==> src/rtl/timebase_pkg.sv <==
// Shared constants and state encoding for the board timebase controller.
package timebase_pkg;

  localparam int unsigned CNT_W = 25;

  localparam logic [CNT_W-1:0] HALF_1HZ     = 25'd24_999_999;
  localparam logic [CNT_W-1:0] HALF_1KHZ    = 25'd24_999;
  localparam logic [CNT_W-1:0] DEFAULT_HALF = HALF_1HZ;

  typedef enum logic [1:0] {
    IDLE = 2'd0,
    RUN  = 2'd1,
    PEND = 2'd2
  } tb_state_t;

endpackage

==> src/rtl/half_period_counter.sv <==
// Half-period counter: counts 0..term while enabled, wrapping to 0 after term.
module half_period_counter #(
  parameter int unsigned W = 8
) (
  input  logic         clk,
  input  logic         clr,
  input  logic         en,
  input  logic         sclr,
  input  logic [W-1:0] term,
  output logic [W-1:0] cnt,
  output logic         wrap
);

  assign wrap = en & (cnt == term);

  always_ff @(posedge clk) begin
    if (clr || sclr) begin
      cnt <= '0;
    end else if (en) begin
      cnt <= wrap ? '0 : cnt + W'(1);
    end
  end

endmodule

==> src/rtl/timebase_ctrl.sv <==
// Start/stop sequencing and glitch-free reconfiguration around one shared
// half-period counter that produces a square wave and a per-half-period tick.
module timebase_ctrl
  import timebase_pkg::*;
(
  input  logic             clk,
  input  logic             clr,
  input  logic             start,
  input  logic             stop,
  input  logic             cfg_valid,
  input  logic [CNT_W-1:0] cfg_half,
  output logic             cfg_ready,
  output logic             tick,
  output logic             sq_out,
  output logic             busy
);

  tb_state_t        state;
  tb_state_t        state_nxt;
  logic [CNT_W-1:0] half_reg;
  logic [CNT_W-1:0] pend_reg;
  logic [CNT_W-1:0] cnt;
  logic             wrap;

  logic cnt_en;
  logic cnt_sclr;
  logic accept;
  logic load_direct;
  logic load_pend;
  logic commit_pend;

  half_period_counter #(.W(CNT_W)) u_cnt (
    .clk  (clk),
    .clr  (clr),
    .en   (cnt_en),
    .sclr (cnt_sclr),
    .term (half_reg),
    .cnt  (cnt),
    .wrap (wrap)
  );

  always_ff @(posedge clk) begin
    if (clr) begin
      state <= IDLE;
    end else begin
      state <= state_nxt;
    end
  end

  // stop always wins over start and over a pending wrap
  always_comb begin
    state_nxt = state;
    unique case (state)
      IDLE:    if (start && !stop) state_nxt = RUN;
      RUN: begin
        if (stop)        state_nxt = IDLE;
        else if (accept) state_nxt = PEND;
      end
      PEND: begin
        if (stop)      state_nxt = IDLE;
        else if (wrap) state_nxt = RUN;
      end
      default: state_nxt = IDLE;
    endcase
  end

  always_comb begin
    cfg_ready   = (state != PEND);
    accept      = cfg_valid & cfg_ready;
    cnt_en      = (state != IDLE) & ~stop;
    cnt_sclr    = (state == IDLE) | stop;
    load_direct = accept & ((state == IDLE) | stop);
    load_pend   = accept & (state == RUN) & ~stop;
    commit_pend = (state == PEND) & (stop | wrap);
  end

  // A stop in RUN with a same-cycle handshake applies the value directly.
  always_ff @(posedge clk) begin
    if (clr) begin
      half_reg <= DEFAULT_HALF;
      pend_reg <= '0;
      tick     <= 1'b0;
      sq_out   <= 1'b0;
      busy     <= 1'b0;
    end else begin
      if (load_direct)      half_reg <= cfg_half;
      else if (commit_pend) half_reg <= pend_reg;
      if (load_pend)        pend_reg <= cfg_half;
      tick   <= wrap;
      sq_out <= cnt_sclr ? 1'b0 : (sq_out ^ wrap);
      busy   <= (state_nxt != IDLE);
    end
  end

  a_cnt_bound : assert property (@(posedge clk) disable iff (clr) cnt <= half_reg);

endmodule

==> config.mk <==
export PLATFORM = sky130hd
export DESIGN_NAME = timebase_ctrl
export DESIGN_NICKNAME = d
export VERILOG_FILES = /design/src/rtl/timebase_pkg.sv /design/src/rtl/half_period_counter.sv /design/src/rtl/timebase_ctrl.sv
export SDC_FILE = /design/constraint.sdc
export NUM_CORES = 1
export LEC_CHECK = 0
export BUFFER_PORTS_ARGS = -buffer_cell sky130_fd_sc_hd__buf_2
export CORE_MARGIN = 4
export CORE_UTILIZATION = 40
export CTS_CLUSTER_SIZE = 14
export DETAILED_ROUTE_END_ITERATION = 8
export PLACE_DENSITY = 0.56
export SYNTH_ARGS = -nofsm -noshare
export SYNTH_HDL_FRONTEND = slang
export SYNTH_SLANG_ARGS = --single-unit
export TNS_END_PERCENT = 50
==> constraint.sdc <==
create_clock -name clk -period 3.1 [get_ports clk]
set_input_delay 0.465 -clock clk [delete_from_list [all_inputs] [get_ports clk]]
set_output_delay 0.465 -clock clk [all_outputs]
set_load 0.02 [all_outputs]
Word-level counts from Yosys, hierarchy flattened. Index checks and enable logic that the tools add are counted. Widths: inputs -> output; s select.

Register bits: 80. Latch bits: 0. RAM bits: 0. Memory bits (read-only): 0. Input bits: 30. Word-level logic and storage cells: 40. Memories: 0.

Add/sub/neg operators: 1. $mul: 0. Divide/modulo/power cells: 0. Order comparisons: 0. Eq/ne operators: 4. Shifts and indexed selects: 0. Multiplexer cells: 9. Bitwise operators: 11. Reductions and logical operators: 8.

Operators with widths (number): $mux 25 (3); $add 25x1->25 const B (1); $eq 25x25->1 (1); $mux 2 (5); $and 1x1->1 (7); $pmux 2 s3 (1); $reduce_bool 2->1 (3); $eq 2x1->1 const B (1); $eq 2x2->1 const B (1); $logic_not 2->1 (1); $ne 2x2->1 const B (1); $or 1x1->1 (2); $reduce_or 2->1 (1); $logic_and 1x1->1 (1); $logic_not 1->1 (1); $logic_or 1x1->1 (1); $not 1->1 (1); $xor 1x1->1 (1).

Longest topological paths before layout.
Word-level depth: 7. Depth in mapped cells: 7. Gate-level depth less buffers: 6.

Modules after synthesis. A second synthesis with hierarchy kept.

Cell total of the unflattened synthesis: 451. Area, all modules: 3787.4 um^2.

Modules (own cells, without submodules): timebase_ctrl (instances 1, cells an instance 287, area each 2343.5 um^2, sequential area each 1101.1 um^2); half_period_counter (instances 1, cells an instance 164, area each 1443.9 um^2, sequential area each 500.5 um^2).

Worst setup path after synthesis. Ideal clock, no wire load.

Path type: input port to flip-flop. Start point: input port cfg_valid. End point: register half_reg[10]. Library setup time: 0.121 ns. Arrival time: 1.666 ns. Setup slack: 1.312 ns. Stages on the path: 6. Cells stage by stage: nor2_1 -> a2bb2oi_1 -> and4b_1 -> a21oi_4 -> buf_6 -> mux2_4.

Word-level cells in the longest chain between the ends: 3. Elaborated cells between the ends (all ways): 4. Classes of those cells: mux (1); bitwise (2); reduce/logical (1).

RTL lines: start, declared (line timebase_ctrl.sv:10) `input logic cfg_valid,`; $and 1x1->1 (*) (line timebase_ctrl.sv:69) `accept = cfg_valid & cfg_ready;`; $and 1x1->1 (*) (line timebase_ctrl.sv:72) `load_direct = accept & ((state == IDLE) | stop);`; $mux 25 or $reduce_bool 2->1 (tied branches); end signal, assigned (line timebase_ctrl.sv:86) `if (load_direct) half_reg <= cfg_half;`; end signal, assigned (line timebase_ctrl.sv:87) `else if (commit_pend) half_reg <= pend_reg;`; end, declared (line timebase_ctrl.sv:20) `logic [CNT_W-1:0] half_reg;`.

Every way passes the cells marked *; elsewhere a longest branch is shown, timed or not. A chain may end at the register's enable or synchronous reset.

Worst setup path in the final report.
Start point: register u_cnt.cnt[4]. End point: register half_reg[18].

Word-level cells in the longest chain between the ends: 5.

RTL lines: start, declared (line half_period_counter.sv:10) `output logic [W-1:0] cnt,`; start signal, assigned (line half_period_counter.sv:20) `cnt <= wrap ? '0 : cnt + W'(1);`; $eq 25x25->1 (line half_period_counter.sv:14) `assign wrap = en & (cnt == term);`; $and 1x1->1 (line half_period_counter.sv:14); $or 1x1->1 (line timebase_ctrl.sv:74) `commit_pend = (state == PEND) & (stop | wrap);`; $and 1x1->1 (line timebase_ctrl.sv:74); $reduce_bool 2->1 (no source line).

Every way passes these cells.

==> impl_metrics.tcl <==
set metrics [dict create \
    outcome "finished, final reports clean" \
    cp_slowest_cell "a21oi_4" \
    post-route-period-util 0.712 \
    peakVddDrop_mv 0.273 \
    maxSlewViolCount 0 \
    seq_area_frac_synth 0.415 \
    fmax_ghz 0.453 \
    fp.dieW_um 106 \
    critical_path_arrival_ps 2490 \
    vias_per_cell 4.88 \
    p_clk_frac 0.367 \
    synthAdderAreaFrac 0.00324 \
    hp-start "cfg_half[21]" \
    whs_path_depth 3 \
    holdPathEnd "pend_reg[21]" \
    coreArea_mm2 0.00933 \
    gr-usage-met3 0.0310 \
    clock_latency_ps 360 \
    hold_class "input port to flop" \
    grt_pass1_wl_um 13600 \
    powerDensity_mw_per_mm2 474 \
    use_met2 0.222 \
    power_switching_w 0.000514 \
    finalWirelength_um 8090 \
    end_kind "flop" \
    start_kind "flop" \
    dr.pass1.iters 5 \
    r2r_setup_slack_ps 890 \
    post_cts_buffers 0 \
    io_pins 34 \
    root_buffer "clkbuf_8" \
    netlist_area_mm2 0.00386 \
    async_flop_share 0 \
    relSlewSlack 0.245 \
    critPathRequiredTime_ps 3380 \
    htree_num_levels 3 \
    rows 35 \
    synth_top_family_by_area "simple AND/OR/NAND/NOR gates" \
    clock_skew_ps 14.8 \
    port-buffer-count 33 \
    n_antenna_cell 0 \
    use_met1 0.215 \
    setup_ws_ps 894 \
    synthXorXnorAreaFrac 0.109 \
    criticalPathCategory "flop to flop" \
    rr_endpoint "half_reg[18]" \
    clk_path_buf_depth 2 \
    clkSlewWorstSetupHoldPaths_ps 90 \
    gp_congestion 0.765 \
    synth_fp_nets 469 \
    p_leak_nw 1.64 \
    die-area_mm2 0.0113 \
    post_cts_resized 0 \
    timing.setup.tns_ps 0 \
    synth_compound_area_frac 0.0606 \
    crit_chain "xor2_1 -> nor4_2 -> and4_2 -> a21oi_4 -> buf_4 -> mux2i_1" \
    grt_usage 0.150 \
    synth.area.mux_share 0.141 \
    syn_avg_cell_area_um2 8.82 \
    cts_hold_buf 0 \
    post_drt_wl_per_cell_um 13.5 \
    vias 2913 \
    grt_start_max_net_pins 60 \
    reg2reg_depth 6 \
    drt_iter0_drc 41 \
    busiest_layer "met2" \
    grt-ovfl-total 0 \
    grt_pass1_vias 2680 \
    worst_slew_pin_slew_ps 1130 \
    pwr-share-comb 0.101 \
    rsz0062_at_grt "false" \
    setup_viol 0 \
    dieHeight_um 106 \
    synth_edf_count 0 \
    drive_gt1_frac 0.186 \
    drc 0 \
    cp_max_fo 18 \
    seqPwrFrac 0.532 \
    synthToLayoutAreaGrowth_pct 11.9 \
    synth_ff_type "dfxtp_1" \
    nets 494 \
    dp.final_hpwl_um 5740 \
    numCtsBuffers 9 \
    ys_ff_latch 80 \
    clock_sinks 80 \
    cts_tree "done" \
    yosys_warnings 0 \
    synth_simple_gate_area_share 0.241 \
    p_sw_frac 0.250 \
    start_util 0.414 \
    drtAntennaViolNets 0 \
    period_needed_ps 2210 \
    synth.distinct_cells 46 \
    cap_violations 0 \
    reg2reg_from "u_cnt.cnt[4]" \
    antenna_found_initial 0 \
    dp_slack_ps 781 \
    hold_viol_final 0 \
    critPathMaxStageDelay_ps 550 \
    synthCells 438 \
    p_int_w 0.00154 \
]
[kinds of logic (layout without fill, tap and decap cells)]
kind of cell / Yosys count / in the layout
AOI/OAI and AO/OA: 37 / 37
xor gates and xnor gates: 48 / 48
adders and majority gates: 1 / 1
buffers and inverters: 26 / 56
DFF: 80 / 80
muxes: 50 / 50
and+or+nand+nor: 196 / 196
[routing by layer]
metal | part of all wire | up-vias
li1 | - | 1531
met3 | 0.030 | 10
met4 | 0.013 | 0
met2 | 0.43 | 44
met5 | 0 | -
met1 | 0.53 | 1328
[critical path: cells and delay by family (launching register included)]
kind	cells	cell delay, ps
AOI/OAI and AO/OA	1	550
DFF	1	480
and+or+nand+nor	2	360
buffers and inverters	1	290
xor gates and xnor gates	1	250
muxes	1	200
[layout by cell type (no fill, tap or decap), types with 3 or more instances in the layout]
master | Yosys | final
nor4_1 | 4 | 4
a21oi_1 | 25 | 25
mux2i_1 | 25 | 25
buf_2 | 6 | 33
nor2_1 | 73 | 73
nor2b_1 | 9 | 9
xnor2_1 | 19 | 19
buf_4 | 2 | 6
clkbuf_8 | 0 | 9
xor2_1 | 29 | 29
nand2_1 | 57 | 57
and3_1 | 5 | 5
dfxtp_1 | 80 | 80
nor3_1 | 14 | 14
nor4_2 | 4 | 4
nand4_1 | 6 | 6
and4_1 | 3 | 3
mux2_2 | 20 | 20
mux2_4 | 3 | 3
nand3_1 | 11 | 11
[worst max path at each step]
stage	startpoint	endpoint	slack [ps]	cells after the start
4_1_cts	u_cnt.cnt[4]	half_reg[21]	870	6
2_1_floorplan	cfg_valid	half_reg[10]	1310	6
3_5_place_dp	cfg_valid	half_reg[18]	780	7
3_3_place_gp	cfg_valid	half_reg[21]	830	7
6_report	u_cnt.cnt[4]	half_reg[18]	890	6
5_1_grt	u_cnt.cnt[14]	u_cnt.cnt[14]	690	6
[power by group through the flow]
stage                     registers (W)  logic [W]  clock network [W]
after floorplan                 0.00111   0.000156                  0
after CTS                       0.00109   0.000210           0.000771
final                           0.00109   0.000207           0.000752
after detailed placement        0.00112   0.000209                  0
after global placement          0.00112   0.000206                  0
after global routing            0.00110   0.000229           0.000816
[layout make-up]
type | count | area [µm²]
clock buffers | 11 | 131
clock inverters | 5 | 57.6
fillers | 936 | 5000
inverters | 1 | 3.75
multi-input cells | 332 | 2160
flip-flops and latches | 80 | 1600
well taps | 129 | 161
repair buffers | 39 | 210
[synth_stat cells (2+ instances only)]
master	count	area [µm²]
clkbuf_1	15	56.3
nor4_1	4	25.0
and4_1	3	26.3
mux2_2	20	225
nand2_1	57	214
and3_1	5	31.3
o21ai_0	2	10.0
nor2_1	73	274
dfxtp_1	80	1600
nor4_2	4	50.1
xor2_1	29	254
mux2_1	2	22.5
nor3_1	14	70.1
nor2b_1	9	56.3
buf_2	6	30.0
a21oi_1	25	125
mux2i_1	25	250
xnor2_1	19	166
buf_4	2	15.0
nand3_1	11	55.1
nand4_1	6	37.5
mux2_4	3	45.0
[per-stage QoR]
step	std cells	hold slack (ps)	total power, W	cell area, µm²	util
floorplan	438	433	0.00126	3860	-
global placement	581	438	0.00132	4130	0.443
detailed placement	581	444	0.00133	4130	0.443
CTS	597	340	0.00207	4320	0.463
global route	597	344	0.00214	4320	0.463
finish	597	348	0.00205	4320	0.463
Power figures use the tool's default switching activity.
